===== src/rtl/i2c_cs_pkg.sv =====
// Shared constants for the 0x44 RGB colour-sensor I2C responder: register map,
// FSM encoding, default identity and the snapshot bundle type.
package i2c_cs_pkg;

    localparam logic [6:0] CS_DEFAULT_ADDRESS = 7'h44;
    localparam logic [7:0] CS_DEFAULT_ID      = 8'h7D;

    localparam logic [7:0] CS_DEVICE_ID_REG = 8'h00;
    localparam logic [7:0] CS_CONFIG_REG1   = 8'h01;
    localparam logic [7:0] CS_CONFIG_REG2   = 8'h02;
    localparam logic [7:0] CS_CONFIG_REG3   = 8'h03;
    localparam logic [7:0] CS_G_LOW         = 8'h09;
    localparam logic [7:0] CS_G_HIGH        = 8'h0A;
    localparam logic [7:0] CS_R_LOW         = 8'h0B;
    localparam logic [7:0] CS_R_HIGH        = 8'h0C;
    localparam logic [7:0] CS_B_LOW         = 8'h0D;
    localparam logic [7:0] CS_B_HIGH        = 8'h0E;

    localparam logic [2:0] ST_IDLE      = 3'd0;
    localparam logic [2:0] ST_ADDR      = 3'd1;
    localparam logic [2:0] ST_ADDR_ACK  = 3'd2;
    localparam logic [2:0] ST_WR_BYTE   = 3'd3;
    localparam logic [2:0] ST_WR_ACK    = 3'd4;
    localparam logic [2:0] ST_RD_BYTE   = 3'd5;
    localparam logic [2:0] ST_RD_ACK    = 3'd6;
    localparam logic [2:0] ST_WAIT_STOP = 3'd7;

    typedef struct packed {
        logic [15:0] green;
        logic [15:0] red;
        logic [15:0] blue;
    } cs_levels_t;

endpackage


===== src/rtl/i2c_line_sync.sv =====
// Brings the raw SCL/SDA pins into the clock domain and derives the bus events
// the responder FSM works from.
module i2c_line_sync (
    input  logic clock_25mhz,
    input  logic reset,
    input  logic scl_in,
    input  logic sda_in,
    output logic sda_level,
    output logic scl_rise,
    output logic scl_fall,
    output logic start_det,
    output logic stop_det
);

    logic [1:0] scl_sync;
    logic [1:0] sda_sync;
    logic       scl_prev;
    logic       sda_prev;

    // Reset to the idle-bus level so leaving reset never fakes an edge or START.
    always_ff @(posedge clock_25mhz) begin
        if (reset) begin
            scl_sync <= 2'b11;
            sda_sync <= 2'b11;
            scl_prev <= 1'b1;
            sda_prev <= 1'b1;
        end else begin
            scl_sync <= {scl_sync[0], scl_in};
            sda_sync <= {sda_sync[0], sda_in};
            scl_prev <= scl_sync[1];
            sda_prev <= sda_sync[1];
        end
    end

    assign sda_level = sda_sync[1];
    assign scl_rise  = scl_sync[1] & ~scl_prev;
    assign scl_fall  = ~scl_sync[1] & scl_prev;
    assign start_det = scl_sync[1] & scl_prev & sda_prev & ~sda_sync[1];
    assign stop_det  = scl_sync[1] & scl_prev & ~sda_prev & sda_sync[1];

endmodule


===== src/rtl/i2c_color_sensor_responder.sv =====
// I2C target emulating the RGB colour sensor: ID, three config registers and
// snapshotted 16-bit G/R/B levels, served over an open-drain SDA.
module i2c_color_sensor_responder
    import i2c_cs_pkg::*;
#(
    parameter logic [6:0] DEVICE_ADDRESS = CS_DEFAULT_ADDRESS,
    parameter logic [7:0] DEVICE_ID      = CS_DEFAULT_ID
) (
    input  logic        clock_25mhz,
    input  logic        reset,
    input  logic        scl_in,
    input  logic        sda_in,
    output logic        sda_oe,
    input  logic [15:0] red_level,
    input  logic [15:0] green_level,
    input  logic [15:0] blue_level,
    input  logic        sample_load,
    output logic [7:0]  config1,
    output logic [7:0]  config2,
    output logic [7:0]  config3,
    output logic        write_strobe,
    output logic        busy
);

    logic       sda_level;
    logic       scl_rise;
    logic       scl_fall;
    logic       start_det;
    logic       stop_det;

    logic [2:0] state;
    logic [3:0] bit_count;
    logic [7:0] shift_reg;
    logic [7:0] pointer;
    logic       pointer_phase;
    logic       ack_bit;
    logic [7:0] read_data;

    cs_levels_t incoming;
    cs_levels_t snapshot;
    cs_levels_t captured;
    logic       pending;

    i2c_line_sync u_line_sync (
        .clock_25mhz (clock_25mhz),
        .reset       (reset),
        .scl_in      (scl_in),
        .sda_in      (sda_in),
        .sda_level   (sda_level),
        .scl_rise    (scl_rise),
        .scl_fall    (scl_fall),
        .start_det   (start_det),
        .stop_det    (stop_det)
    );

    assign incoming = '{green: green_level, red: red_level, blue: blue_level};

    always_comb begin
        read_data = 8'h00;
        case (pointer)
            CS_DEVICE_ID_REG: read_data = DEVICE_ID;
            CS_CONFIG_REG1:   read_data = config1;
            CS_CONFIG_REG2:   read_data = config2;
            CS_CONFIG_REG3:   read_data = config3;
            CS_G_LOW:         read_data = snapshot.green[7:0];
            CS_G_HIGH:        read_data = snapshot.green[15:8];
            CS_R_LOW:         read_data = snapshot.red[7:0];
            CS_R_HIGH:        read_data = snapshot.red[15:8];
            CS_B_LOW:         read_data = snapshot.blue[7:0];
            CS_B_HIGH:        read_data = snapshot.blue[15:8];
            default:          read_data = 8'h00;
        endcase
    end

    // Levels strobed mid-transaction are held back so a burst read stays coherent.
    always_ff @(posedge clock_25mhz) begin
        if (reset) begin
            snapshot <= '0;
            captured <= '0;
            pending  <= 1'b0;
        end else if (sample_load) begin
            if (!busy || stop_det) begin
                snapshot <= incoming;
                pending  <= 1'b0;
            end else begin
                captured <= incoming;
                pending  <= 1'b1;
            end
        end else if (stop_det && pending) begin
            snapshot <= captured;
            pending  <= 1'b0;
        end
    end

    // SDA only ever moves on a detected SCL fall, so it is stable while SCL is high.
    always_ff @(posedge clock_25mhz) begin
        if (reset) begin
            state         <= ST_IDLE;
            bit_count     <= 4'd0;
            shift_reg     <= 8'h00;
            pointer       <= 8'h00;
            pointer_phase <= 1'b0;
            ack_bit       <= 1'b1;
            sda_oe        <= 1'b0;
            busy          <= 1'b0;
            write_strobe  <= 1'b0;
            config1       <= 8'h00;
            config2       <= 8'h00;
            config3       <= 8'h00;
        end else begin
            write_strobe <= 1'b0;
            if (stop_det) begin
                state  <= ST_IDLE;
                sda_oe <= 1'b0;
                busy   <= 1'b0;
            end else if (start_det) begin
                state     <= ST_ADDR;
                bit_count <= 4'd0;
            end else begin
                case (state)
                    ST_ADDR: begin
                        if (scl_rise) begin
                            shift_reg <= {shift_reg[6:0], sda_level};
                            bit_count <= bit_count + 4'd1;
                        end else if (scl_fall) begin
                            if (bit_count == 4'd8) begin
                                if (shift_reg[7:1] == DEVICE_ADDRESS) begin
                                    sda_oe <= 1'b1;
                                    busy   <= 1'b1;
                                    state  <= ST_ADDR_ACK;
                                end else begin
                                    sda_oe <= 1'b0;
                                    state  <= ST_WAIT_STOP;
                                end
                            end else begin
                                sda_oe <= 1'b0;
                            end
                        end
                    end
                    ST_ADDR_ACK: begin
                        if (scl_fall) begin
                            bit_count <= 4'd0;
                            if (shift_reg[0]) begin
                                shift_reg <= read_data;
                                sda_oe    <= ~read_data[7];
                                state     <= ST_RD_BYTE;
                            end else begin
                                sda_oe        <= 1'b0;
                                pointer_phase <= 1'b1;
                                state         <= ST_WR_BYTE;
                            end
                        end
                    end
                    ST_WR_BYTE: begin
                        if (scl_rise) begin
                            shift_reg <= {shift_reg[6:0], sda_level};
                            bit_count <= bit_count + 4'd1;
                        end else if (scl_fall && bit_count == 4'd8) begin
                            sda_oe <= 1'b1;
                            state  <= ST_WR_ACK;
                            if (pointer_phase) begin
                                pointer       <= shift_reg;
                                pointer_phase <= 1'b0;
                            end else begin
                                case (pointer)
                                    CS_CONFIG_REG1: config1 <= shift_reg;
                                    CS_CONFIG_REG2: config2 <= shift_reg;
                                    CS_CONFIG_REG3: config3 <= shift_reg;
                                    default: ;
                                endcase
                                write_strobe <= 1'b1;
                                pointer      <= pointer + 8'd1;
                            end
                        end
                    end
                    ST_WR_ACK: begin
                        if (scl_fall) begin
                            sda_oe    <= 1'b0;
                            bit_count <= 4'd0;
                            state     <= ST_WR_BYTE;
                        end
                    end
                    ST_RD_BYTE: begin
                        if (scl_rise) begin
                            bit_count <= bit_count + 4'd1;
                        end else if (scl_fall) begin
                            if (bit_count == 4'd8) begin
                                sda_oe  <= 1'b0;
                                pointer <= pointer + 8'd1;
                                state   <= ST_RD_ACK;
                            end else begin
                                sda_oe    <= ~shift_reg[6];
                                shift_reg <= {shift_reg[6:0], 1'b0};
                            end
                        end
                    end
                    ST_RD_ACK: begin
                        if (scl_rise) begin
                            ack_bit <= sda_level;
                        end else if (scl_fall) begin
                            if (!ack_bit) begin
                                shift_reg <= read_data;
                                sda_oe    <= ~read_data[7];
                                bit_count <= 4'd0;
                                state     <= ST_RD_BYTE;
                            end else begin
                                state <= ST_WAIT_STOP;
                            end
                        end
                    end
                    default: ;
                endcase
            end
        end
    end

endmodule


===== config.mk =====
export PLATFORM = sky130hd
export DESIGN_NAME = i2c_color_sensor_responder
export DESIGN_NICKNAME = d
export VERILOG_FILES = /design/src/rtl/i2c_cs_pkg.sv /design/src/rtl/i2c_line_sync.sv /design/src/rtl/i2c_color_sensor_responder.sv
export SDC_FILE = /design/constraint.sdc
export NUM_CORES = 1
export LEC_CHECK = 0
export ABC_CLOCK_PERIOD_IN_PS = 2600
export CORE_MARGIN = 2
export CORE_UTILIZATION = 50
export CTS_CLUSTER_SIZE = 24
export DETAILED_ROUTE_END_ITERATION = 7
export HOLD_SLACK_MARGIN = 0.02
export PLACE_DENSITY = 0.8
export SYNTH_ARGS = -nofsm -noshare
export SYNTH_HDL_FRONTEND = slang
export SYNTH_SLANG_ARGS = --single-unit

===== constraint.sdc =====
create_clock -name clock_25mhz -period 2.6 [get_ports clock_25mhz]
set_clock_uncertainty 0.1 [all_clocks]
set_input_delay 0.39 -clock clock_25mhz [delete_from_list [all_inputs] [get_ports clock_25mhz]]
set_output_delay 0.39 -clock clock_25mhz [all_outputs]
set_load 0.01 [all_outputs]

==> results.txt <==
Place WS - 0.342 ns
Hold Vio Cnt, Final - 0
1st-iter DRT viols - 685
ANT cells - 0
Max Cap Violations - 0
Final hold slack - 0.202 ns
Reg2reg start - pointer[0]$_SDFFE_PP0P_
Placer Congestion - 0.929
Synth Instances - 886
Setup Viol. Count Final - 0
Internal - 3950 uW
Crit. End Element - flip-flop
Post-Syn Nets - 945
R2R setup slack - 0.29 ns
Cts repair resizes - 0
Ports - 80
Fill count - 1224
H-tree Lvls - 4
WL/cell - 16.6 um
Static leakage - 0.00302 uW
Die area - 15400 um2
Final-stage net count - 997
Area contributors post-synth - dfxtp_1 (43%), nand2_1 (9.1%), mux2i_1 (7.0%)
GRT Total Usage - 25.3%
Area added between synthesis and finish - 21.5%
Clk_lat worst skew - 0.43 ns
RSZ-0062 raised after global routing - false
Status - complete, no violations
Biggest regs - captured: 48 flops, snapshot: 48 flops
Hold_buf cts - 0
Reg2Reg Depth - 8
Ys async rst share - 0%
WP data required - 2.79 ns
Worst Hold Depth - 2
Yosys warning total - 0
Root Buffer - clkbuf_16
Share of layout cells above drive strength 1 - 8.20%
Reg power frac - 47.2%
Final WS setup - 0.285 ns
First-pass GRT wire length - 30000 um
Mean post-synth cell area - 8.12 um2
Die Wd - 124 um
Post-synth top cells - nand2_1 (175), dfxtp_1 (155), a21oi_1 (95)
Relative slew slack - 58.0%
Comb power frac - 6.7%
Yosys reg bits - 155
CP Launch Type - flip-flop
Clk pwr share - 46.0%
Hold Crit Class - input port to flip-flop
RR Endpoint - shift_reg[6]$_SDFFE_PP0P_
Hpwl dp - 13000 um
Yosys top cell by area - dfxtp_1
CP Cell Sequence - inv_1 -> ha_1 -> buf_4 -> or2_2 -> a211oi_1 -> a311oi_1 -> o21ai_0 -> a311oi_1
GRT overflow - 0
Busiest grt layer - met2
Num CTS Buffers - 17
Initial DRT Pass Iterations - 6
Met2 track demand over resource - 38.1%
Post-CTS Setup Bufs - 0
Util after Layout - 62.5%
Setup TNS Final - 0 ns
Tmin final - 2.31 ns
Crit path DAT - 2.50 ns
F_max - 432 MHz
Clock slew at reported path FFs - 0.07 ns
Worst setup path class - flip-flop to flip-flop
Psw - 1290 uW
Met1 usage - 35.0%
Starting density of the core - 51.4%
Fin crit share - 89.0%
Pwr Total - 5250 uW
Vias/cell - 5.88
Worst-Margin Slew - 0.629 ns
Final Max Tran Viols - 0
Sequential share of the synthesized area - 43.1%
Power Density - 600 nW/um2
Initial antenna violation count - 0
Clock Path Buffers - 2
Largest net degree at the start of global routing - 77
Vias - 6651
Top-count cell post-synth - nand2_1
Number of global-route vias before repair - 5869
Yosys cell types - 60
Crit path max-delay cell type - dfxtp_1
Area share of the largest cell type after synthesis - 43.1%
CTS sink count - 155
Synthesized area - 7200 um2
Hold EP - pointer[4]$_SDFFE_PP0P_
Met3 usage - 6.96%
Routed Antenna Nets - 0
Max stage delay on crit path - 0.45 ns
Row Count - 43
Post-synth EDFFs - 0
Net Sw Frac - 24.7%
# DRC - 0
Top FF cell, synth - dfxtp_1
Die Y - 124 um
WL final - 18800 um
Hold Crit Start - reset
CTS tree - done
CP most frequent cell - a311oi_1
Worst VDD drop - 436 uV
Core ar. - 14000 um2
Port Buffers - 79
CP Max Fanout - 10
-- metal layers --
metal | share of wire, % | vias to the layer above
li1 | - | 3267
met1 | 45 | 3111
met2 | 46 | 233
met3 | 6.9 | 40
met4 | 2.2 | 0
met5 | 0 | -
-- cells in the final DEF (no fill, tap or decap), drive strengths merged, types with 5 or more instances in the layout --
master | Yosys | routed
or2 | 8 | 8
and3 | 6 | 6
clkinv | 0 | 5
a221oi | 7 | 7
nand2 | 175 | 175
a31oi | 5 | 5
buf | 35 | 31
inv | 11 | 18
o31ai | 5 | 5
nor2 | 82 | 82
a311oi | 11 | 11
o21ai | 19 | 19
nand2b | 8 | 8
nand4 | 6 | 6
a211oi | 54 | 54
nor2b | 7 | 7
nand3 | 19 | 19
a21oi | 95 | 95
mux2i | 50 | 50
clkdlybuf4s50 | 0 | 77
o22ai | 6 | 6
dfxtp | 155 | 155
ha | 6 | 6
a22oi | 16 | 16
clkbuf | 40 | 17
-- per-stage QoR --
stage	cell area (um2)	std cells
floorplan	7200	886
global placement	8160	1099
detailed placement	8160	1099
CTS	8740	1131
global route	8740	1131
finish	8740	1131
-- critical path: cells and delay by family, from the launching register on --
kind,cells,cell delay (ns)
simple gates,1,0.33
compound gates,4,0.75
flops,1,0.45
fa+ha+maj,1,0.25
buf+inv,2,0.30
-- logic make-up after synthesis --
kind of cell | share of synthesized area, %
AND/OR/NAND/NOR | 21.0
adder cells (fa/ha/maj) | 1.04
AO/OA/AOI/OAI | 22.7
XOR/XNOR | 0.243
flip-flops | 43.1
multiplexers | 6.95
buffers and inverters | 4.99
-- layout make-up --
cell class	instances	area (um2)	area share, %
Tap cell	180	225	2.58
Clock inverter	15	156	1.79
Clock buffer	17	425	4.87
Inverter	11	41.3	0.472
Timing Repair Buffer	108	1040	11.9
Sequential cell	155	3100	35.5
Multi-Input combinational cell	645	3750	42.9
-- worst max-delay path by stage --
stage	start	slack [ns]	cells past startpoint	endpoint
after floorplan	pointer[0]$_SDFFE_PP0P_	0.56	7	shift_reg[3]$_SDFFE_PP0P_
after global placement	pointer[0]$_SDFFE_PP0P_	0.43	6	shift_reg[2]$_SDFFE_PP0P_
after detailed placement	pointer[0]$_SDFFE_PP0P_	0.34	6	shift_reg[6]$_SDFFE_PP0P_
after CTS	pointer[0]$_SDFFE_PP0P_	0.31	6	shift_reg[6]$_SDFFE_PP0P_
after global routing	pointer[0]$_SDFFE_PP0P_	0.12	8	shift_reg[3]$_SDFFE_PP0P_
final	pointer[0]$_SDFFE_PP0P_	0.29	8	shift_reg[6]$_SDFFE_PP0P_
-- power groups by stage --
stage	Combinational, uW	Sequential (uW)	Clock (uW)
final	353	2480	2420
after global routing	386	2480	2570
after CTS	352	2480	2450
after detailed placement	350	2530	0
after global placement	345	2530	0
after floorplan	214	2500	0
No activity file was read; power rests on OpenSTA's default activity.
